[config.mk]
export PLATFORM = sky130hd
export DESIGN_NAME = frame_thresh_seq
export DESIGN_NICKNAME = d
export VERILOG_FILES = /design/src/rtl/frame_thresh_seq.sv
export SDC_FILE = /design/constraint.sdc
export NUM_CORES = 1
export LEC_CHECK = 0
export ABC_AREA = 0
export CORE_MARGIN = 5
export CORE_UTILIZATION = 36
export CTS_CLUSTER_DIAMETER = 100
export DETAILED_ROUTE_END_ITERATION = 8
export GPL_TIMING_DRIVEN = 0
export PLACE_DENSITY_LB_ADDON = 0.2
export SKIP_LAST_GASP = 1
export SLEW_MARGIN = 20
export SYNTH_ARGS = -nofsm -noshare
export SYNTH_HDL_FRONTEND = slang
export SYNTH_SLANG_ARGS = --single-unit
export TNS_END_PERCENT = 50
[constraint.sdc]
create_clock -name clk -period 5.69 [get_ports clk]
set_input_delay 0.569 -clock clk [delete_from_list [all_inputs] [get_ports clk]]
set_output_delay 0.569 -clock clk [all_outputs]
set_load 0.01 [all_outputs]
[src/rtl/frame_thresh_seq.sv]
// Frame sequencer: streams an IMG_W x IMG_H pixel frame through an external threshold
// datapath and writes results back. Optional strong/weak result counters via THRESH_STATS_EN.
module frame_thresh_seq #(
    parameter int IMG_W  = 64,
    parameter int IMG_H  = 64,
    parameter int ADDR_W = 12
) (
    input  logic              clk,
    input  logic              rst,
    input  logic              start,
    input  logic              abort,
    input  logic [7:0]        cfg_upper,
    input  logic [7:0]        cfg_lower,
    output logic              busy,
    output logic              done,
    output logic              cfg_err,
    output logic              rd_en,
    output logic [ADDR_W-1:0] rd_addr,
    input  logic [7:0]        rd_data,
    output logic [7:0]        thr_upper,
    output logic [7:0]        thr_lower,
    output logic [7:0]        dp_data,
    output logic              dp_valid,
    input  logic [7:0]        dp_result,
    input  logic              dp_result_valid,
    output logic              wr_en,
    output logic [ADDR_W-1:0] wr_addr,
    output logic [7:0]        wr_data,
    output logic [ADDR_W:0]   strong_cnt,
    output logic [ADDR_W:0]   weak_cnt
);
    localparam int N = IMG_W * IMG_H;
    localparam logic [ADDR_W-1:0] LAST_ADDR = ADDR_W'(N - 1);

    typedef enum logic [1:0] {IDLE, RUN, DRAIN, DONE} state_t;

    state_t            state_q, state_d;
    logic              rd_en_q, rd_en_d;
    logic [ADDR_W-1:0] rd_addr_q, rd_addr_d;
    logic              drain_q, drain_d;
    logic              busy_q, busy_d;
    logic              done_q, done_d;
    logic              cfg_err_q, cfg_err_d;
    logic [7:0]        thr_upper_q, thr_upper_d;
    logic [7:0]        thr_lower_q, thr_lower_d;
    logic              dp_valid_q, dp_valid_d;
    logic              wr_vld_q, wr_vld_d;
    logic [ADDR_W-1:0] addr_d1_q, addr_d1_d;
    logic [ADDR_W-1:0] addr_d2_q, addr_d2_d;

    // Abort must suppress the read in the very cycle it is asserted.
    assign rd_en = rd_en_q & ~abort;

    always_comb begin
        state_d     = state_q;
        rd_en_d     = rd_en_q;
        rd_addr_d   = rd_addr_q;
        drain_d     = drain_q;
        busy_d      = busy_q;
        done_d      = 1'b0;
        cfg_err_d   = 1'b0;
        thr_upper_d = thr_upper_q;
        thr_lower_d = thr_lower_q;
        dp_valid_d  = rd_en;
        wr_vld_d    = dp_valid_q;
        addr_d1_d   = rd_addr_q;
        addr_d2_d   = addr_d1_q;
        case (state_q)
            IDLE: begin
                if (start) begin
                    if (cfg_lower <= cfg_upper) begin
                        thr_upper_d = cfg_upper;
                        thr_lower_d = cfg_lower;
                        rd_addr_d   = '0;
                        rd_en_d     = 1'b1;
                        busy_d      = 1'b1;
                        state_d     = RUN;
                    end else begin
                        cfg_err_d = 1'b1;
                    end
                end
            end
            RUN: begin
                // drain_d holds the number of extra drain cycles: an aborted cycle issued no read.
                if (abort) begin
                    rd_en_d = 1'b0;
                    drain_d = 1'b0;
                    state_d = DRAIN;
                end else if (rd_addr_q == LAST_ADDR) begin
                    rd_en_d = 1'b0;
                    drain_d = 1'b1;
                    state_d = DRAIN;
                end else begin
                    rd_addr_d = rd_addr_q + ADDR_W'(1);
                end
            end
            DRAIN: begin
                if (!drain_q) begin
                    busy_d  = 1'b0;
                    done_d  = 1'b1;
                    state_d = DONE;
                end else begin
                    drain_d = 1'b0;
                end
            end
            default: state_d = IDLE;
        endcase
    end

    always_ff @(posedge clk) begin
        if (rst) begin
            state_q     <= IDLE;
            rd_en_q     <= 1'b0;
            rd_addr_q   <= '0;
            drain_q     <= 1'b0;
            busy_q      <= 1'b0;
            done_q      <= 1'b0;
            cfg_err_q   <= 1'b0;
            thr_upper_q <= 8'd220;
            thr_lower_q <= 8'd85;
            dp_valid_q  <= 1'b0;
            wr_vld_q    <= 1'b0;
            addr_d1_q   <= '0;
            addr_d2_q   <= '0;
        end else begin
            state_q     <= state_d;
            rd_en_q     <= rd_en_d;
            rd_addr_q   <= rd_addr_d;
            drain_q     <= drain_d;
            busy_q      <= busy_d;
            done_q      <= done_d;
            cfg_err_q   <= cfg_err_d;
            thr_upper_q <= thr_upper_d;
            thr_lower_q <= thr_lower_d;
            dp_valid_q  <= dp_valid_d;
            wr_vld_q    <= wr_vld_d;
            addr_d1_q   <= addr_d1_d;
            addr_d2_q   <= addr_d2_d;
        end
    end

    assign busy      = busy_q;
    assign done      = done_q;
    assign cfg_err   = cfg_err_q;
    assign rd_addr   = rd_addr_q;
    assign thr_upper = thr_upper_q;
    assign thr_lower = thr_lower_q;
    assign dp_valid  = dp_valid_q;
    assign dp_data   = dp_valid_q ? rd_data : 8'd0;
    // Gate with our own pipeline flag so a reset mid-frame kills stale datapath results.
    assign wr_en     = dp_result_valid & wr_vld_q;
    assign wr_addr   = addr_d2_q;
    assign wr_data   = wr_en ? dp_result : 8'd0;

`ifdef THRESH_STATS_EN
    localparam logic [ADDR_W:0] N_CNT = (ADDR_W + 1)'(N);
    logic [ADDR_W:0] strong_q, strong_d;
    logic [ADDR_W:0] weak_q, weak_d;
    logic            cnt_clr;

    assign cnt_clr = (state_q == IDLE) && start && (cfg_lower <= cfg_upper);

    always_comb begin
        strong_d = strong_q;
        weak_d   = weak_q;
        if (cnt_clr) begin
            strong_d = '0;
            weak_d   = '0;
        end else if (wr_en) begin
            if (wr_data == 8'hFF && strong_q != N_CNT) strong_d = strong_q + (ADDR_W + 1)'(1);
            if (wr_data == 8'h00 && weak_q != N_CNT)   weak_d   = weak_q + (ADDR_W + 1)'(1);
        end
    end

    always_ff @(posedge clk) begin
        if (rst) begin
            strong_q <= '0;
            weak_q   <= '0;
        end else begin
            strong_q <= strong_d;
            weak_q   <= weak_d;
        end
    end

    assign strong_cnt = strong_q;
    assign weak_cnt   = weak_q;
`else
    assign strong_cnt = '0;
    assign weak_cnt   = '0;
`endif

endmodule

# [Word level (Yosys, flattened, before mapping)]
# Cells that the tools add are included.
[totals] register_bits=61 in_bits=37 output_inout_bits=88 word_cells=67
[op_classes] add_sub_neg=1 n_lt_le_gt_ge=1 eq_ne=9 n_mux=25 bitwise=6 n_reduce_logical=12
[ops] op="2-to-1 mux 12 bit" count=4
[ops] op="case mux 12 bit (2 select lines)" count=1
[ops] op="2-to-1 mux 8 bit" count=2
[ops] op="adder 12 x 1 -> 12 bit, second input constant" count=1
[ops] op="== test 12 bit, second input constant" count=1
[ops] op="AND reduction 4 bit" count=3
[ops] op="2-to-1 mux 2 bit" count=5
[ops] op="inequality test 2 bit, second input constant" count=5
[ops] op="2-to-1 mux 1 bit" count=9
[ops] op="less-or-equal comparator 8 bit" count=1
[ops] op="case mux 1 bit (2 select lines)" count=3
[ops] op="case mux 2 bit (3 select lines)" count=1
[ops] op="nonzero test 2 bit" count=3
[ops] op="AND reduction 5 bit" count=1
[ops] op="inverter 1 bit" count=4
[ops] op="inequality test 3 bit, second input constant" count=1
[ops] op="AND reduction 3 bit" count=1
[ops] op="OR reduction 3 bit" count=1
[ops] op="bitwise AND 1 bit" count=2
[ops] op="== test 2 x 1 -> 1 bit, second input constant" count=1
[ops] op="== test 2 bit, second input constant" count=1
[ops] op="logical NOT 2 bit" count=1
[ops] op="AND reduction 2 bit" count=1
[ops] op="OR reduction 2 bit" count=1

# [Logic depth before layout (Yosys ltp)]
# Gate-level depths: netlist of run 1.
[logic_depth] ltp_word=4 ltp_mapped=10 mapped_depth_nobuf=8

# [Least setup slack after synthesis of run 1]
# No wires, ideal clock.
[synth_path] path_type="input -> register" from="in cfg_upper[1]" to="reg rd_addr_q[7], in the netlist rd_addr[7]" setup_ns=0.088 t_arrival_ns=2.320 setup_slack_ns=3.282 stages=9 n_path_buf=1 cell_sequence="inv_1 -> ha_1 -> nor2b_1 -> o211ai_1 -> a21o_1 -> nand3_2 -> or4_4 -> buf_6 -> o32ai_2"
[synth_between] elab_chain_cells=3
[synth_lines] element="start, declared" line_no="12" text="input logic [7:0] cfg_upper,"
[synth_lines] element="less-or-equal comparator 8 bit" line_no="71" text="if (cfg_lower <= cfg_upper) begin"
[synth_lines] element="inequality test 2 bit (no line)"
[synth_lines] element="AND reduction 5 bit (no line)"
[synth_lines] element="end signal, assigned" line_no="128" text="rd_addr_q <= rd_addr_d;"
[synth_lines] element="end, declared" line_no="39" text="logic [ADDR_W-1:0] rd_addr_q, rd_addr_d;"
# Every way passes these cells.
# A chain may end at the register's enable or synchronous reset.

# [Worst setup path after layout of run 1]
[layout_path] from="in cfg_upper[1]" to="reg thr_lower_q[7], in the netlist thr_lower[7]"
[layout_between] elab_chain_cells=2
[layout_lines] element="less-or-equal comparator 8 bit" line_no="71"
[layout_lines] element="AND reduction 3 bit (no line)"
[layout_lines] element="end signal, assigned" line_no="134" text="thr_lower_q <= thr_lower_d;"
[layout_lines] element="end, declared" line_no="45" text="logic [7:0] thr_lower_q, thr_lower_d;"
# Every way passes these cells.

==> results of run 1 <==
[synthesized netlist by cell type (all sizes together) (2+ instances only)]
| cell | instances |
|---|---|
| and3 | 12 |
| o32ai | 5 |
| a21oi | 13 |
| and2 | 10 |
| buf | 30 |
| and2b | 2 |
| nand3 | 9 |
| nor3 | 2 |
| clkbuf | 6 |
| nand4 | 3 |
| o31ai | 2 |
| o21ai | 11 |
| nand2b | 13 |
| ha | 13 |
| nor2b | 29 |
| dfxtp | 61 |
| or2 | 3 |
| mux2i | 8 |
| nand2 | 10 |
| a211oi | 3 |
| a31oi | 3 |
| nor2 | 18 |
| inv | 18 |
| a211o | 9 |
[report_power, final]
| group | total, µW | internal [µW] | switching (µW) |
|---|---|---|---|
| clock network | 386 | 222 | 164 |
| registers | 481 | 462 | 19.0 |
| logic | 368 | 184 | 184 |
[cell usage in the layout, fill, tap and decap left out, types with 3 or more instances in the layout]
| master | Yosys | layout |
|---|---|---|
| sky130_fd_sc_hd__a211o_1 | 9 | 9 |
| sky130_fd_sc_hd__a21oi_1 | 13 | 13 |
| sky130_fd_sc_hd__a31oi_1 | 3 | 3 |
| sky130_fd_sc_hd__and2_1 | 10 | 10 |
| sky130_fd_sc_hd__and3_1 | 12 | 12 |
| sky130_fd_sc_hd__buf_4 | 27 | 27 |
| sky130_fd_sc_hd__clkbuf_1 | 6 | 6 |
| sky130_fd_sc_hd__clkbuf_8 | 0 | 11 |
| sky130_fd_sc_hd__clkdlybuf4s50_1 | 0 | 98 |
| sky130_fd_sc_hd__conb_1 | 1 | 26 |
| sky130_fd_sc_hd__dfxtp_1 | 61 | 61 |
| sky130_fd_sc_hd__ha_1 | 13 | 13 |
| sky130_fd_sc_hd__inv_1 | 18 | 18 |
| sky130_fd_sc_hd__mux2i_1 | 8 | 8 |
| sky130_fd_sc_hd__nand2_1 | 10 | 10 |
| sky130_fd_sc_hd__nand2b_1 | 13 | 13 |
| sky130_fd_sc_hd__nand3_1 | 8 | 8 |
| sky130_fd_sc_hd__nor2_1 | 18 | 18 |
| sky130_fd_sc_hd__nor2b_1 | 29 | 29 |
| sky130_fd_sc_hd__o21ai_0 | 6 | 6 |
| sky130_fd_sc_hd__o21ai_1 | 5 | 5 |
| sky130_fd_sc_hd__o32ai_2 | 4 | 4 |
[path summary, 6_finish.rpt]
check / from / end / cells after the start
max: cfg_upper[1] / thr_lower[7] / 11
min: addr_d1_q[9] / wr_addr[9] / 1
max reg2reg: state_q[1] / rd_addr[8] / 10
min reg2reg: addr_d1_q[9] / wr_addr[9] / 1
[stage by stage]
stage	power (µW)	hold WS [ps]
6_report	1230	438
2_1_floorplan	721	414
3_3_place_gp	856	420
4_1_cts	1250	442
3_5_place_dp	860	427
5_1_grt	1310	456
[critical path: cells and delay by family]
kind,cells,cell delay [ps]
AO/OA/AOI/OAI,3,830
adder cells (fa/ha/maj),1,320
buffers and inverters,4,1010
multiplexers,1,210
AND/OR/NAND/NOR,2,190
[area by class of cell]
class                   count  area, µm²  share of cell area (%)
clock buffers              11        151                    3.56
repair buffers             98        981                    23.1
well taps                 102        128                    3.00
clock inverters             4       47.5                    1.12
flip-flops and latches     61       1220                    28.7
multi-input cells         214       1410                    33.0
plain buffers              36        253                    5.94
inverters                  18       67.6                    1.59
[sequential cells by signal, summed over array words and instances (netlist names)]
signal / cells
addr_d1_q: 12
wr_vld_q: 1
drain_q: 1
wr_addr: 12
cfg_err: 1
state_q: 2
busy: 1
rd_addr: 12
done: 1
dp_valid: 1
thr_lower: 8
rd_en_q: 1
thr_upper: 8
[layer usage]
metal  up-vias  GRT usage (%)
met2        93           23.7
met4         0           4.10
met1      1102           17.7
met3         4           5.17
met5         -              0
li1       1251              -
[cell families (layout without fill, tap and decap cells)]
kind of cell | after synthesis | in the layout | share of synthesized area [%]
AND/OR/NAND/NOR | 113 | 113 | 22.6
multiplexers | 9 | 9 | 3.20
flip-flops | 61 | 61 | 42.8
AO/OA/AOI/OAI | 53 | 53 | 14.4
other | 1 | 26 | 0.131
adder cells (fa/ha/maj) | 13 | 13 | 5.70
buffers and inverters | 54 | 167 | 11.2
==> qor.log, run 1 <==
qor: place.placed_cell_area 4060 µm²
qor: worst_setup_path.worst_setup_path_end_kind register
qor: final_layout.post-route-cell-area 4260 µm²
qor: global_routing.grt_first_pass_wirelength 11500 µm
qor: detailed_routing.route.met3.wl 697 µm
qor: clock_network.total_clock_buffers_created_by_cts 9
qor: logic_synthesis.post_synth.cell_area_avg 9.39 µm²
qor: sta.setup_clock_skew_after_layout 5.08 ps
qor: die.std_cell_rows 32
qor: clock_network.htree_levels 3
qor: clock_network.cts.root.buffer_cell sky130_fd_sc_hd__clkbuf_8
qor: global_routing.grt_pass1_vias 2368
qor: worst_setup_path.cp_required 5890 ps
qor: detailed_routing.totalWireLength 7110 µm
qor: sta.report.final.setup_viol 0
qor: clock_network.clkSinkCount 61
qor: logic_synthesis.sequential_area_share_after_synthesis 42.8%
qor: sta.finalWorstPathRequiredPeriod 2920 ps
qor: worst_setup_path.worstSetupPathType primary input to register
qor: detailed_routing.post_route_m1_wl 3100 µm
qor: worst_setup_path.critical_path_arrival 3120 ps
qor: global_routing.grt_antenna_before_repair 0
qor: sta.rsz0062_at_grt false
qor: worst_setup_path.rrSetupSlack 3330 ps
qor: logic_synthesis.synth-async-reset-ratio 0%
qor: die.fp.dieW 99.0 µm
qor: logic_synthesis.netlist.top_cell.by_area sky130_fd_sc_hd__dfxtp_1
qor: sta.timing.setup.tns 0 ps
qor: die.fp.coreArea 7730 µm²
qor: sta.final.setup.worst_slack 2770 ps
qor: flow_run.max_cap_violations 0
qor: global_routing.grt-ovfl-total 0
qor: min_path.worst_hold_path_type register to register
qor: worst_setup_path.worstPathMaxFanout 10
qor: power.p_per_area 290 nW/µm²
qor: clock_network.max-clock-path-buffers 2
qor: logic_synthesis.synth_enable_flop_cells 0
qor: final_layout.core_utilization_of_the_finished_layout 55.1%
qor: worst_setup_path.critical_path.max_stage_delay 490 ps
qor: final_layout.finalNonFillerCells 544
qor: detailed_routing.wl_met2 3280 µm
qor: clock_network.post-cts-setup-buffer-count 0
qor: detailed_routing.drc 0
qor: detailed_routing.post_drt_via_cell_ratio 4.50
qor: place.place.detailed.hpwl 5630 µm
qor: worst_setup_path.slowest_stage sky130_fd_sc_hd__clkdlybuf4s50_1
qor: detailed_routing.routedWlPerCell 13.1 µm
qor: power.static-leakage-power 0.00182 µW
qor: clock_network.cts_tree done
qor: clock_network.clk_lat_worst_skew 330 ps
qor: clock_network.ctsHoldBuffers 0
qor: detailed_routing.drt_first_iter_violations 34
qor: clock_network.post_cts_resized 0
qor: logic_synthesis.synthesis.area 2850 µm²
qor: place.numPortBuffers 98
qor: sta.achievable-frequency 343 MHz
qor: die.io_pins 125
qor: die.die_h 99.0 µm
qor: detailed_routing.antenna_nets_post_route 0
qor: worst_setup_path.crit_path_cell_trace clkdlybuf4s50_1 -> inv_1 -> ha_1 -> nor2b_1 -> o211ai_1 -> a21oi_1 -> a211oi_2 -> buf_4 -> buf_6 -> mux2i_1 -> nor2_1
qor: place.gp_routability_congestion 0.838
qor: final_layout.area_growth_syn_to_layout 49.1%
qor: logic_synthesis.dominantRegCellSynth sky130_fd_sc_hd__dfxtp_1
qor: final_layout.final_layout_size_suffix_gt1_share 13.3%
qor: final_layout.layout.nets 488
qor: place.placed_cells 529
qor: logic_synthesis.synth_top_area_cells sky130_fd_sc_hd__dfxtp_1, sky130_fd_sc_hd__buf_4, sky130_fd_sc_hd__nor2b_1, sky130_fd_sc_hd__ha_1, sky130_fd_sc_hd__nand2b_1
qor: clock_network.clkSlewWorstSetupHoldPaths 70 ps
qor: power.irDropWorstVdd 0.174 mV
qor: detailed_routing.number_of_search_and_repair_iterations_in_the_first_detailed_routing_pass 4
qor: final_layout.diodes 0
qor: worst_setup_path.setup.worst_path.start_class primary input
qor: die.floorplan.initialDensity 36.9%
qor: sta.slew_headroom 61.6%
qor: sta.post-route-period-util 51.3%
qor: global_routing.grt_max_degree 11
qor: logic_synthesis.flop_and_latch_count_out_of_synthesis 61
qor: status.status finished, final reports clean
qor: final_layout.n_fill_cell 711
qor: sta.worst_slew_pin_slew 576 ps
qor: sta.finalHoldViolations 0
qor: place.dpl_worst_slack 2400 ps
qor: sta.report.final.slew_viol_count 0
qor: logic_synthesis.portion_of_synthesized_cell_area_occupied_by_the_leading_cell_type 42.8%
qor: logic_synthesis.postSynthCellCount 304
qor: die.design.die.area 9810 µm²
qor: detailed_routing.vias 2450
qor: logic_synthesis.yosysWarningCount 0
qor: detailed_routing.topRoutingLayerUsed met4
qor: logic_synthesis.post_synth_num_cell_types 43
qor: global_routing.grt.total_usage 14.4%
Power figures use the tool's default switching activity.
==> run 2: changes to the inputs <==
==> constraint.sdc (replaced) <==
create_clock -name clk -period 2.95 [get_ports clk]
set_input_delay 0.295 -clock clk [delete_from_list [all_inputs] [get_ports clk]]
set_output_delay 0.295 -clock clk [all_outputs]
set_load 0.01 [all_outputs]
==> results of run 2 <==
Same layout as run 1 (identical final DEF). Status: finished, final reports clean.
Among the figures that moved: setup slack after placement 2400 ps -> -64.2 ps; setup slack after layout 2770 ps -> 306 ps; register-to-register setup slack 3330 ps -> 590 ps; total power 1230 µW -> 2380 µW; worst IR drop on VDD 0.174 mV -> 0.336 mV
==> run 3: changes to the inputs <==
--- a/config.mk
+++ b/config.mk
@@ -8,10 +8,12 @@
 export ABC_AREA = 0
 export CORE_MARGIN = 5
 export CORE_UTILIZATION = 36
+export CTS_BUF_LIST = sky130_fd_sc_hd__clkbuf_8
 export CTS_CLUSTER_DIAMETER = 100
 export DETAILED_ROUTE_END_ITERATION = 8
 export GPL_TIMING_DRIVEN = 0
 export PLACE_DENSITY_LB_ADDON = 0.2
+export SKIP_CTS_REPAIR_TIMING = 1
 export SKIP_LAST_GASP = 1
 export SLEW_MARGIN = 20
 export SYNTH_ARGS = -nofsm -noshare
==> results of run 3 <==
Same layout as run 1 (identical final DEF). Status: finished, final reports clean.
Among the figures that moved: setup slack after placement 2400 ps -> -64.2 ps; setup slack after layout 2770 ps -> 306 ps; register-to-register setup slack 3330 ps -> 590 ps; total power 1230 µW -> 2380 µW; worst IR drop on VDD 0.174 mV -> 0.336 mV
